<file path="src/rtl/filt_sched.sv">
// ---------------------------------------------------------------------------
// filt_sched -- single-job scheduler in front of a filter datapath.
//
// Accepts one sample at a time. The sample is either passed straight through
// (bypass select) or handed to the filters datapath with a START_LEN-cycle
// start pulse. The scheduler then waits up to TIMEOUT cycles for the datapath
// to finish and presents the result downstream. At most one job is in
// flight, and m_data is the only output storage.
//
// Optional feature macro: FILT_SCHED_STATS_EN
//   defined   -> job_cnt / tmo_cnt are saturating 16-bit event counters
//   undefined -> job_cnt / tmo_cnt are tied to zero
//
// Handshake semantics (both s_* and m_* sides):
//   A transfer happens on a rising clk edge where valid and ready are both
//   high. Once the producer raises valid, it holds valid and data stable
//   until that edge. Ready may depend on state only, never on valid.
//
// Ports
//   clk, rst          : clock, asynchronous active-high reset
//   s_valid/s_data    : input sample stream
//   s_ready           : high only in IDLE while rst is low
//   cfg_sel           : requested filter (00 LPF, 01 HPF, 10 BPF, 11 bypass)
//   f_start           : start pulse to datapath, START_LEN cycles long
//   f_val, f_select   : sample and select held for the datapath
//   f_done, f_result  : datapath completion and result (sampled in WAIT only)
//   m_valid/m_data    : output result stream
//   m_ready           : downstream accepts the result
//   busy              : FSM is not in IDLE
//   timeout_err       : sticky, set when a job times out; cleared by reset
//   job_cnt, tmo_cnt  : completed-job / timeout counters
//   state_dbg         : current FSM state encoding (debug visibility)
// ---------------------------------------------------------------------------
module filt_sched #(
  parameter int DATA_W    = 16,
  parameter int START_LEN = 2,
  parameter int TIMEOUT   = 255
) (
  input  logic              clk,
  input  logic              rst,
  input  logic              s_valid,
  input  logic [DATA_W-1:0] s_data,
  output logic              s_ready,
  input  logic [1:0]        cfg_sel,
  output logic              f_start,
  output logic [DATA_W-1:0] f_val,
  output logic [1:0]        f_select,
  input  logic              f_done,
  input  logic [DATA_W-1:0] f_result,
  output logic              m_valid,
  output logic [DATA_W-1:0] m_data,
  input  logic              m_ready,
  output logic              busy,
  output logic              timeout_err,
  output logic [15:0]       job_cnt,
  output logic [15:0]       tmo_cnt,
  output logic [1:0]        state_dbg
);

  typedef enum logic [1:0] {
    ST_IDLE  = 2'd0,
    ST_START = 2'd1,
    ST_WAIT  = 2'd2,
    ST_OUT   = 2'd3
  } state_t;

  localparam logic [1:0] SEL_BYPASS = 2'b11;

  // Counter widths sized to hold 0 .. LEN-1.
  localparam int SCW = (START_LEN > 1) ? $clog2(START_LEN) : 1;
  localparam int WCW = (TIMEOUT > 1) ? $clog2(TIMEOUT) : 1;
  localparam logic [SCW-1:0] START_LAST = SCW'(START_LEN - 1);
  localparam logic [WCW-1:0] WAIT_LAST  = WCW'(TIMEOUT - 1);

  state_t         state;
  state_t         state_nx;
  logic [SCW-1:0] start_cnt;
  logic [WCW-1:0] wait_cnt;

  logic accept;    // sample taken this cycle
  logic done_hit;  // datapath result taken this cycle
  logic tmo_hit;   // job aborted this cycle

  // -------------------------------------------------------------------------
  // FSM: state register
  // -------------------------------------------------------------------------
  always_ff @(posedge clk or posedge rst) begin
    if (rst) state <= ST_IDLE;
    else     state <= state_nx;
  end

  // -------------------------------------------------------------------------
  // FSM: next state and per-cycle event strobes
  // -------------------------------------------------------------------------
  always_comb begin
    state_nx = state;
    accept   = 1'b0;
    done_hit = 1'b0;
    tmo_hit  = 1'b0;
    case (state)
      ST_IDLE: begin
        if (s_valid) begin
          accept   = 1'b1;
          state_nx = (cfg_sel == SEL_BYPASS) ? ST_OUT : ST_START;
        end
      end
      ST_START: begin
        if (start_cnt == START_LAST) state_nx = ST_WAIT;
      end
      ST_WAIT: begin
        // Done is checked first so a completion on the last allowed cycle
        // still delivers its result instead of timing out.
        if (f_done) begin
          done_hit = 1'b1;
          state_nx = ST_OUT;
        end else if (wait_cnt == WAIT_LAST) begin
          tmo_hit  = 1'b1;
          state_nx = ST_IDLE;
        end
      end
      ST_OUT: begin
        if (m_ready) state_nx = ST_IDLE;
      end
      default: state_nx = ST_IDLE;
    endcase
  end

  // -------------------------------------------------------------------------
  // Phase counters: both read zero on entry to their state and count up only
  // while the FSM stays in that state.
  // -------------------------------------------------------------------------
  always_ff @(posedge clk or posedge rst) begin
    if (rst) begin
      start_cnt <= '0;
      wait_cnt  <= '0;
    end else begin
      start_cnt <= (state == ST_START && state_nx == ST_START) ?
                   start_cnt + 1'b1 : '0;
      wait_cnt  <= (state == ST_WAIT && state_nx == ST_WAIT) ?
                   wait_cnt + 1'b1 : '0;
    end
  end

  // -------------------------------------------------------------------------
  // Datapath registers. f_val / f_select load only on acceptance, so they
  // stay put for the whole job regardless of cfg_sel activity.
  // -------------------------------------------------------------------------
  always_ff @(posedge clk or posedge rst) begin
    if (rst) begin
      f_val       <= '0;
      f_select    <= 2'b00;
      m_data      <= '0;
      timeout_err <= 1'b0;
    end else begin
      if (accept) begin
        f_val    <= s_data;
        f_select <= cfg_sel;
      end
      if (accept && cfg_sel == SEL_BYPASS) m_data <= s_data;
      else if (done_hit)                   m_data <= f_result;
      if (tmo_hit) timeout_err <= 1'b1;
    end
  end

  // -------------------------------------------------------------------------
  // Optional statistics counters (saturating)
  // -------------------------------------------------------------------------
`ifdef FILT_SCHED_STATS_EN
  logic out_hs;
  assign out_hs = (state == ST_OUT) && m_ready;

  always_ff @(posedge clk or posedge rst) begin
    if (rst) begin
      job_cnt <= 16'h0000;
      tmo_cnt <= 16'h0000;
    end else begin
      if (out_hs && job_cnt != 16'hFFFF)  job_cnt <= job_cnt + 16'h0001;
      if (tmo_hit && tmo_cnt != 16'hFFFF) tmo_cnt <= tmo_cnt + 16'h0001;
    end
  end
`else
  assign job_cnt = 16'h0000;
  assign tmo_cnt = 16'h0000;
`endif

  // -------------------------------------------------------------------------
  // State-decoded outputs
  // -------------------------------------------------------------------------
  assign s_ready   = (state == ST_IDLE) && !rst;
  assign f_start   = (state == ST_START);
  assign m_valid   = (state == ST_OUT);
  assign busy      = (state != ST_IDLE);
  assign state_dbg = state;

endmodule

</file>
<file path="config.mk">
export PLATFORM = sky130hd
export DESIGN_NAME = filt_sched
export DESIGN_NICKNAME = d
export VERILOG_FILES = /design/src/rtl/filt_sched.sv
export SDC_FILE = /design/constraint.sdc
export NUM_CORES = 1
export LEC_CHECK = 0
export ABC_AREA = 1
export BUFFER_PORTS_ARGS = -buffer_cell sky130_fd_sc_hd__buf_4
export CAP_MARGIN = 20
export CORE_UTILIZATION = 30
export DETAILED_ROUTE_END_ITERATION = 7
export GPL_TIMING_DRIVEN = 0
export PLACE_DENSITY = 0.59
export SYNTH_ARGS = -nofsm -noshare
export SYNTH_HDL_FRONTEND = slang
export SYNTH_SLANG_ARGS = --single-unit
</file>
<file path="constraint.sdc">
create_clock -name clk -period 2.1 [get_ports clk]
set_input_delay 0.21 -clock clk [delete_from_list [all_inputs] [get_ports clk]]
set_output_delay 0.21 -clock clk [all_outputs]
set_load 0.03 [all_outputs]
</file>
==> results of run 1 <==
## critical path, delay by kind of cell, from the launching register on
| kind | cells | cell delay [ps] |
|---|---|---|
| buffers and inverters | 3 | 380 |
| and+or+nand+nor | 6 | 570 |
| DFF | 1 | 470 |
## power breakdown
part           total, mW  internal (mW)  leakage (nW)  switching (mW)
clock network      0.559          0.266        0.0482           0.293
logic               2.29          0.808          1.19            1.48
registers           1.45           1.22         0.587           0.228
## metal layers
| layer | share of wire | track usage | wire length (um) |
|---|---|---|---|
| met2 | 0.48 | 0.244 | 2600 |
| met5 | 0 | 0 | 0 |
| met1 | 0.43 | 0.180 | 2370 |
| met4 | 0.0094 | 0.0404 | 51 |
| met3 | 0.078 | 0.0480 | 424 |
## logic make-up (layout without fill, tap and decap cells)
logic type      count (synthesis)  count (layout)  synth area share
compound gates                  4               4            0.0131
xor+xnor                        6               6            0.0229
fa+ha+maj                       2               2            0.0109
buf+inv                        56             144             0.151
flops                          46              46             0.501
other cells                     1              32           0.00163
simple gates                  154             154             0.299
## cells in the final DEF (no fill, tap or decap)
master,instances
buf_4,111
nand2_1,98
dfrtp_1,46
nand3_1,34
conb_1,32
nor2_1,12
inv_1,11
clkbuf_8,6
inv_2,5
buf_2,5
xor2_1,4
nand2_2,3
nand2_4,2
xnor2_1,2
clkbuf_1,2
ha_1,2
nor2_8,1
nor2_2,1
nor2_4,1
o2111ai_1,1
nand4_4,1
nor3_1,1
o211ai_1,1
buf_6,1
o21ai_0,1
a31o_2,1
clkinv_2,1
dlygate4sd3_1,1
buf_12,1
## cell type report
cell class	instances	area share
multi-input combinational	198	0.282
inverter	16	0.0185
buffer	40	0.0887
sequential	46	0.355
tap	99	0.0382
clock inverter	1	0.00154
clock buffer	7	0.0266
timing repair buffer	80	0.190
## metrics by stage
| step | area (um2) | instances |
|---|---|---|
| floorplan | 2410 | 300 |
| global placement | 3120 | 477 |
| detailed placement | 3140 | 478 |
| CTS | 3250 | 487 |
| global route | 3250 | 487 |
| finish | 3250 | 487 |
## sequential cells by signal (all words and copies together), names as in the netlist
| name | cells |
|---|---|
| f_select | 2 |
| f_val | 16 |
| m_data | 16 |
| start_cnt | 1 |
| state_dbg | 2 |
| timeout_err | 1 |
| wait_cnt | 8 |
## repair_timing
action / CTS / global route
hold buffers: 1 / 0
endpoints found under the hold margin: 18 / 0
resized for setup: 0 / 0
## final timing paths
kind | startpoint | depth (start not counted) | slack [ps] | end
min in group asynchronous | rst | 3 | 480 | m_data[4]
worst min register to register | start_cnt | 1 | 460 | start_cnt
worst max-delay path | state_dbg[0] | 9 | 570 | m_data[4]
worst max register to register | state_dbg[0] | 9 | 570 | m_data[4]
worst min-delay path | s_data[4] | 3 | 120 | f_val[4]
max in group asynchronous | rst | 4 | 1130 | m_data[14]
==> flow_summary.json, run 1 <==
{
  "outcome": "finished, final reports clean",
  "synth_edf_count": 0,
  "period_minus_slack_ps": 1530,
  "hold_violations": 0,
  "synth_top_area_share": 0.501,
  "yosys.area.top_type": "dfrtp_1",
  "cts-root-buf": "clkbuf_8",
  "cap_violations": 0,
  "ys_seq_area_frac": 0.501,
  "synth_seq_cells": 46,
  "cpMaxStageDelayCell": "dfrtp_1",
  "fin_util": 0.443,
  "drt_iter0_markers": 92,
  "clock.fmax_mhz": 652,
  "setup_violations": 0,
  "setup_ws_ps": 566,
  "hold_class": "in -> reg",
  "ys.flop_type": "dfrtp_1",
  "area_delta_synth_final_pct": 41.2,
  "rsz0062_at_grt": "no",
  "synth_cells": 269,
  "die-area_um2": 8020,
  "fin_skew_ps": 3.85,
  "netlist_area_um2": 2300,
  "finalCritPeriodShare": 0.730,
  "critPathRequiredTime_ps": 2280,
  "p_total_mw": 4.30,
  "io_buffers": 78,
  "synth_top_cells_by_count": "nand2_1 (98), dfrtp_1 (46), nand3_1 (34), buf_4 (33)",
  "cts_setup_buffers": 0,
  "ant_nets": 0,
  "yosys_warnings": 0,
  "async_flop_share": 1.00,
  "avgSynthCellArea_um2": 8.54,
  "grt_max_degree": 29,
  "grt_pass1_vias": 1885,
  "cp-start-kind": "register",
  "cts.sinks": 46,
  "io_pins": 112,
  "route.vias.total": 1938,
  "pwr_density_cell_nw_per_um2": 1320,
  "routed_wirelength_um": 5440,
  "viasPerCell": 3.98,
  "cts_made_buffers": 5,
  "cp_cell_sequence": "inv_2 > nand2_4 > nor2_8 > nand2_4 > nand2_2 > inv_2 > buf_6 > nand2_1 > nand3_1",
  "start_util": 0.314,
  "p_leak_nw": 1.82,
  "pre_cts_ws_ps": 542,
  "clk_pin_slew_ps": 90,
  "ff_latch_area_um2": 1150,
  "path_class": "reg -> reg",
  "groute.usage.overall": 0.146,
  "slew_viol_final": 0,
  "end_kind": "register",
  "row_count": 31,
  "num_antenna_cells": 0,
  "n_fill_cell": 766,
  "drive_gt1_frac": 0.361,
  "ys_types": 25,
  "holdWs_ps": 119,
  "multi_input_area_um2": 916,
  "die_width_um": 89.5,
  "cts_max_level": 2,
  "post_drt_wl_per_cell_um": 11.2,
  "hpwl_um": 4150,
  "cp_max_fo": 10,
  "worstPathArrival_ps": 1720,
  "firstDrtPassIters": 4,
  "synth.most_common_cell": "nand2_1",
  "clockBufferDepth": 2,
  "max_stage_delay_ps": 470,
  "coreArea_um2": 7330,
  "grt_pass1_wl_um": 8770,
  "synthTopCellsByArea": "dfrtp_1 (50%), nand2_1 (16%), buf_4 (11%), nand3_1 (7.4%), inv_1 (2.0%)",
  "die_h_um": 89.5,
  "worstSkewPairLatency_ps": 290,
  "drc": 0,
  "tritoncts": "done",
  "gp_congestion": 0.743,
  "grt-ovfl-total": 0,
  "setup_tns_ps": 0,
  "antenna_found_initial": 0,
  "peakVddDrop_uv": 488,
  "nets": 428
}
Power figures use the tool's default switching activity.
==> run 2, diff against run 1 <==
--- a/config.mk
+++ b/config.mk
@@ -5,13 +5,13 @@
 export SDC_FILE = /design/constraint.sdc
 export NUM_CORES = 1
 export LEC_CHECK = 0
-export ABC_AREA = 1
+export ABC_AREA = 0
 export BUFFER_PORTS_ARGS = -buffer_cell sky130_fd_sc_hd__buf_4
 export CAP_MARGIN = 20
 export CORE_UTILIZATION = 30
 export DETAILED_ROUTE_END_ITERATION = 7
 export GPL_TIMING_DRIVEN = 0
-export PLACE_DENSITY = 0.59
+export PLACE_DENSITY = 0.61
 export SYNTH_ARGS = -nofsm -noshare
 export SYNTH_HDL_FRONTEND = slang
 export SYNTH_SLANG_ARGS = --single-unit
==> constraint.sdc (replaced) <==
create_clock -name clk -period 1.27 [get_ports clk]
set_input_delay 0.127 -clock clk [delete_from_list [all_inputs] [get_ports clk]]
set_output_delay 0.127 -clock clk [all_outputs]
set_load 0.03 [all_outputs]
==> run 2 against run 1 <==
Compared with the run above: the run now ends with setup timing left; combinational power up 120%; maximum frequency shrank 0.52%; non-clock buffer count increased by 24; setup slack got worse by 840 ps; synthesized cell count fell by 28%; power rose by 95%; clock power up 72%; synthesized area increased by 0.98%; clock skew shrank 1.7 ps; sequential cell count stayed put; core utilization rose by 7.6 points; hold slack got worse by 54 ps; critical endpoint is now m_data[5]; highest routed layer unchanged.
==> flow_summary.json, run 2 <==
{
  "drive_gt1_frac": 0.616,
  "num_antenna_cells": 0,
  "cpMaxStageDelayCell": "dfrtp_2",
  "p_leak_nw": 1.90,
  "viasPerCell": 4.31,
  "firstDrtPassIters": 4,
  "grt_pass1_wl_um": 9530,
  "ant_nets": 0,
  "synth_cells": 193,
  "avgSynthCellArea_um2": 12.0,
  "synthTopCellsByArea": "dfrtp_1 (50%), buf_4 (11%), mux2_1 (8.7%), a221o_1 (6.9%), and2_2 (4.5%)",
  "fin_cells": 435,
  "worstPathArrival_ps": 1730,
  "cts_max_level": 2,
  "grt_pass1_vias": 1834,
  "cp-start-kind": "register",
  "post_drt_wl_per_cell_um": 14.1,
  "synth_top_area_share": 0.496,
  "die-area_um2": 8090,
  "cts_made_buffers": 5,
  "nets": 376,
  "ys_types": 42,
  "worstSkewPairLatency_ps": 300,
  "cap_violations": 0,
  "row_count": 31,
  "route.vias.total": 1876,
  "die_h_um": 90.0,
  "grt_max_degree": 27,
  "routed_wirelength_um": 6130,
  "slew_viol_final": 0,
  "groute.usage.overall": 0.149,
  "peakVddDrop_uv": 1130,
  "ff_latch_area_um2": 1150,
  "async_flop_share": 1.00,
  "synth.most_common_cell": "dfrtp_1",
  "yosys.area.top_type": "dfrtp_1",
  "hold_violations": 0,
  "coreArea_um2": 7370,
  "yosys_warnings": 0,
  "end_kind": "register",
  "ys_seq_area_frac": 0.496,
  "clockBufferDepth": 2,
  "gp_congestion": 0.784,
  "rsz0062_at_grt": "yes",
  "tritoncts": "done",
  "period_minus_slack_ps": 1540,
  "setup_tns_ps": -8600,
  "drc": 0,
  "failed_checks": "setup timing",
  "finalCritPeriodShare": 1.21,
  "io_pins": 112,
  "io_buffers": 79,
  "path_class": "reg -> reg",
  "antenna_found_initial": 0,
  "grt-ovfl-total": 0,
  "cp_max_fo": 5,
  "dp_cells": 403,
  "setup_violations": 47,
  "cp_cell_sequence": "and4b_4 > buf_12 > a21oi_4 > buf_6 > a221o_1",
  "hold_class": "in -> reg",
  "final_cell_mix": "buf_4 (118), dfrtp_1 (43), conb_1 (32)",
  "cts.sinks": 46,
  "cts-root-buf": "clkbuf_8",
  "max_stage_delay_ps": 420,
  "critPathRequiredTime_ps": 1460,
  "pwr_density_cell_nw_per_um2": 2190,
  "fin_util": 0.518,
  "multi_input_area_um2": 1140,
  "synth_top_cells_by_count": "dfrtp_1 (46), buf_4 (33), mux2_1 (18), a221o_1 (16), and2_2 (14)",
  "final_common_cell": "buf_4",
  "ys.flop_type": "dfrtp_1",
  "synth_seq_cells": 46,
  "drt_iter0_markers": 31,
  "netlist_area_um2": 2320,
  "synth_edf_count": 0,
  "n_fill_cell": 672,
  "hpwl_um": 3930,
  "start_util": 0.315,
  "clk_pin_slew_ps": 90,
  "fin_skew_ps": 2.12,
  "outcome": "complete, but fails checks",
  "die_width_um": 90.0,
  "clock.fmax_mhz": 649,
  "reg_top3": "f_val: 16 flops, m_data: 16 flops, wait_cnt: 8 flops",
  "setup_ws_ps": -272,
  "area_delta_synth_final_pct": 64.6
}
==> run 2: per-stage QoR <==
| stage | cell area, um2 | worst slack [ps] | total power [mW] | hold WS [ps] |
|---|---|---|---|---|
| after floorplan | 2470 | -415 | 4.93 | 262 |
| after CTS | 3660 | -251 | 8.06 | 54.7 |
| after global placement | 3180 | -791 | 6.31 | 357 |
| after global routing | 3820 | -293 | 8.79 | 51.0 |
| final | 3820 | -272 | 8.38 | 64.4 |
| after detailed placement | 3200 | -450 | 6.35 | 192 |
==> run 2: cell type report <==
| cell class | count | area share |
|---|---|---|
| well taps | 99 | 0.0324 |
| flip-flops and latches | 46 | 0.302 |
| clock inverters | 1 | 0.00229 |
| repair buffers | 106 | 0.255 |
| inverters | 4 | 0.00393 |
| multi-input cells | 134 | 0.298 |
| plain buffers | 38 | 0.0835 |
| clock buffers | 7 | 0.0226 |
==> run 2: per-layer routing <==
| layer | track usage | up-vias | wire length, um | share of wire |
|---|---|---|---|---|
| li1 | - | 904 | - | - |
| met1 | 0.186 | 890 | 2740 | 0.45 |
| met2 | 0.257 | 73 | 2960 | 0.48 |
| met3 | 0.0330 | 9 | 353 | 0.058 |
| met4 | 0.0457 | 0 | 69 | 0.011 |
| met5 | 0 | - | 0 | 0 |
==> run 2: power breakdown <==
group          leakage (nW)  internal, mW  switching [mW]  total (mW)
logic                  1.28          2.48            2.52        5.00
clock network        0.0489         0.451           0.510       0.960
registers             0.571          2.06           0.361        2.42
total                  1.90          4.99            3.39        8.38
==> run 2: cells by family after synthesis <==
| kind of cell | count (synthesis) | share of synthesized area |
|---|---|---|
| AOI/OAI and AO/OA | 33 | 0.117 |
| xor gates and xnor gates | 2 | 0.00755 |
| adders and majority gates | 2 | 0.0108 |
| buffers and inverters | 44 | 0.143 |
| DFF | 46 | 0.496 |
| muxes | 18 | 0.0873 |
| other | 1 | 0.00162 |
| and+or+nand+nor | 47 | 0.136 |
==> run 2: repair_timing <==
item	CTS	global route
resized for setup	42	17
hold buffers	1	0
setup endpoints to repair	47	47
pin swaps	6	12
cloned	2	2
hold endpoints to repair	20	0
setup buffers	14	9
==> run 2: worst paths after layout <==
kind / startpoint / end / slack, ps / cells after the start
setup / recovery: state_dbg[0] / m_data[5] / -270 / 5
hold / removal: s_data[14] / f_val[14] / 60 / 2
setup reg to reg: state_dbg[0] / m_data[5] / -270 / 5
hold reg to reg: start_cnt / start_cnt / 460 / 1
max in group asynchronous: rst / f_val[4] / 340 / 4
min in group asynchronous: rst / f_select[0] / 430 / 3
==> run 2: worst max-delay path: cells and delay by family, from the launching register on <==
| kind | cells | cell delay (ps) |
|---|---|---|
| DFF | 1 | 420 |
| AOI/OAI and AO/OA | 2 | 390 |
| and+or+nand+nor | 1 | 350 |
| buffers and inverters | 2 | 260 |
==> run 3, diff against run 2 <==
--- a/config.mk
+++ b/config.mk
@@ -10,8 +10,8 @@
 export CAP_MARGIN = 20
 export CORE_UTILIZATION = 30
 export DETAILED_ROUTE_END_ITERATION = 7
-export GPL_TIMING_DRIVEN = 0
-export PLACE_DENSITY = 0.61
+export PLACE_DENSITY = 0.59
+export SKIP_LAST_GASP = 1
 export SYNTH_ARGS = -nofsm -noshare
 export SYNTH_HDL_FRONTEND = slang
 export SYNTH_SLANG_ARGS = --single-unit
==> constraint.sdc (replaced) <==
create_clock -name clk -period 1.6 [get_ports clk]
set_input_delay 0.16 -clock clk [delete_from_list [all_inputs] [get_ports clk]]
set_output_delay 0.16 -clock clk [all_outputs]
set_load 0.03 [all_outputs]
==> run 3 against run 2 <==
Compared with the run above: the run now ends clean; sequential cell count unchanged; critical path depth is 2 lower; hold slack better by 17 ps; combinational power down 41%; setup slack better by 390 ps; global-route usage down 2.4 points; count of clock-buffer cells in the layout down 1; clock power shrank 11%; critical endpoint is now f_val[10]; largest power group unchanged.
==> flow_summary.json, run 3 (same netlist as run 2, synthesis figures left out) <==
{
  "outcome": "finished, final reports clean",
  "io_buffers": 79,
  "period_minus_slack_ps": 1480,
  "min_path_cells": 2,
  "grt_pass1_vias": 1639,
  "row_count": 31,
  "die-area_um2": 8090,
  "grt-ovfl-total": 0,
  "fin_cells": 378,
  "num_antenna_cells": 0,
  "design_area_um2": 3020,
  "power.switching_mw": 2.41,
  "hold_path_startpoint": "s_data[11]",
  "die_h_um": 90.0,
  "cap_violations": 0,
  "cts_max_level": 2,
  "dp_cells": 369,
  "internal_power_mw": 3.31,
  "fin_skew_ps": 4.98,
  "route.vias.total": 1635,
  "holdWs_ps": 81.4,
  "hold_violations": 0,
  "cts-root-buf": "clkbuf_8",
  "r2r_start": "state_dbg[1]",
  "antenna_found_initial": 0,
  "holdPathEnd": "f_val[11]",
  "coreArea_um2": 7370,
  "setup_violations": 0,
  "final_cell_mix": "buf_4 (85), dfrtp_1 (44), conb_1 (32)",
  "clock.fmax_mhz": 676,
  "swShare": 0.422,
  "reg_top3": "f_val: 16 flops, m_data: 16 flops, wait_cnt: 8 flops",
  "cp_max_fo": 18,
  "nets": 319,
  "start_util": 0.315,
  "power_frac_comb": 0.519,
  "worstReg2RegEnd": "f_val[10]",
  "clockBufferDepth": 2,
  "slew_viol_final": 0,
  "grt_max_degree": 19,
  "io_pins": 112,
  "p_clk_frac": 0.150,
  "die_width_um": 90.0,
  "viasPerCell": 4.33,
  "drt_iter0_markers": 37,
  "tritoncts": "done",
  "gp_congestion": 0.757,
  "path_class": "reg -> reg",
  "hold_class": "in -> reg",
  "firstDrtPassIters": 4,
  "drc": 0,
  "hpwl_um": 3710,
  "cts_made_buffers": 5,
  "n_fill_cell": 724,
  "place_area_um2": 2900,
  "clk_pin_slew_ps": 90,
  "routed_wirelength_um": 4910,
  "pwr_density_cell_nw_per_um2": 1890,
  "end_kind": "register",
  "cp-start-kind": "register",
  "area_delta_synth_final_pct": 30.3,
  "post_drt_wl_per_cell_um": 13.0,
  "rsz0062_at_grt": "no",
  "worst-r2r-setup-slack_ps": 120,
  "final_common_cell": "buf_4",
  "sequentialPowerShare": 0.331,
  "worstPathArrival_ps": 1660,
  "p_leak_nw": 1.46,
  "r2r_cells": 3,
  "peakVddDrop_uv": 703,
  "drive_gt1_frac": 0.416,
  "worstSkewPairLatency_ps": 300,
  "groute.usage.overall": 0.125,
  "critPathRequiredTime_ps": 1780,
  "ant_nets": 0,
  "finalCritPeriodShare": 0.924,
  "cts.sinks": 46,
  "multi_input_area_um2": 953,
  "ff_latch_area_um2": 1150,
  "grt_pass1_wl_um": 8030
}
-- run 3: worst max path at each step --
| stage | from | to | slack, ps | depth (start not counted) |
|---|---|---|---|---|
| 6_report | state_dbg[1] | f_val[10] | 120 | 3 |
| 2_1_floorplan | state_dbg[1] | f_select[1] | -80 | 5 |
| 3_3_place_gp | state_dbg[1] | f_val[9] | 160 | 3 |
| 5_1_grt | wait_cnt[0] | wait_cnt[3] | 7 | 5 |
| 4_1_cts | state_dbg[1] | f_val[10] | 100 | 3 |
| 3_5_place_dp | state_dbg[1] | f_val[10] | 120 | 3 |
-- run 3: power by group through the flow --
stage                     Sequential (mW)  Combinational [mW]  Clock [mW]
final                                1.89                2.97       0.856
after global routing                 1.96                3.15       0.945
after CTS                            1.90                3.01       0.897
after detailed placement             1.92                3.00           0
after global placement               1.92                2.96           0
after floorplan                      2.77                1.11           0
-- run 3: routing by layer --
metal  global-route usage  up-vias  part of all wire
li1                     -      789                 -
met1                0.165      766              0.46
met2                0.189       69              0.46
met3               0.0338       11             0.057
met4               0.0645        0             0.022
met5                    0        -                 0
-- run 3: area by class of cell --
class | instances | share of cell area
Sequential cell | 46 | 0.381
Clock inverter | 2 | 0.0124
Multi-Input combinational cell | 134 | 0.315
Timing Repair Buffer | 87 | 0.221
Inverter | 4 | 0.00496
Clock buffer | 6 | 0.0240
Tap cell | 99 | 0.0410
-- run 3: critical path, stage by stage (launching register included) --
cell	delay, ps
dfrtp_2	420
or2_4	280
nor2_8	290
mux2_1	360
-- run 3: per-stage QoR --
step / TNS [ps] / util / total power, mW / setup slack [ps]
6_report: 0 / 0.410 / 5.72 / 122
5_1_grt: 0 / 0.410 / 6.05 / 6.68
4_1_cts: 0 / 0.410 / 5.81 / 99.1
3_5_place_dp: 0 / 0.394 / 4.92 / 117
3_3_place_gp: 0 / 0.394 / 4.89 / 156
2_1_floorplan: -848 / - / 3.88 / -84.8
-- run 3: timing repair --
item	4_1_cts	5_1_grt
resized for setup	0	0
hold endpoints to repair	15	0
setup buffers	0	0
hold buffers	1	0
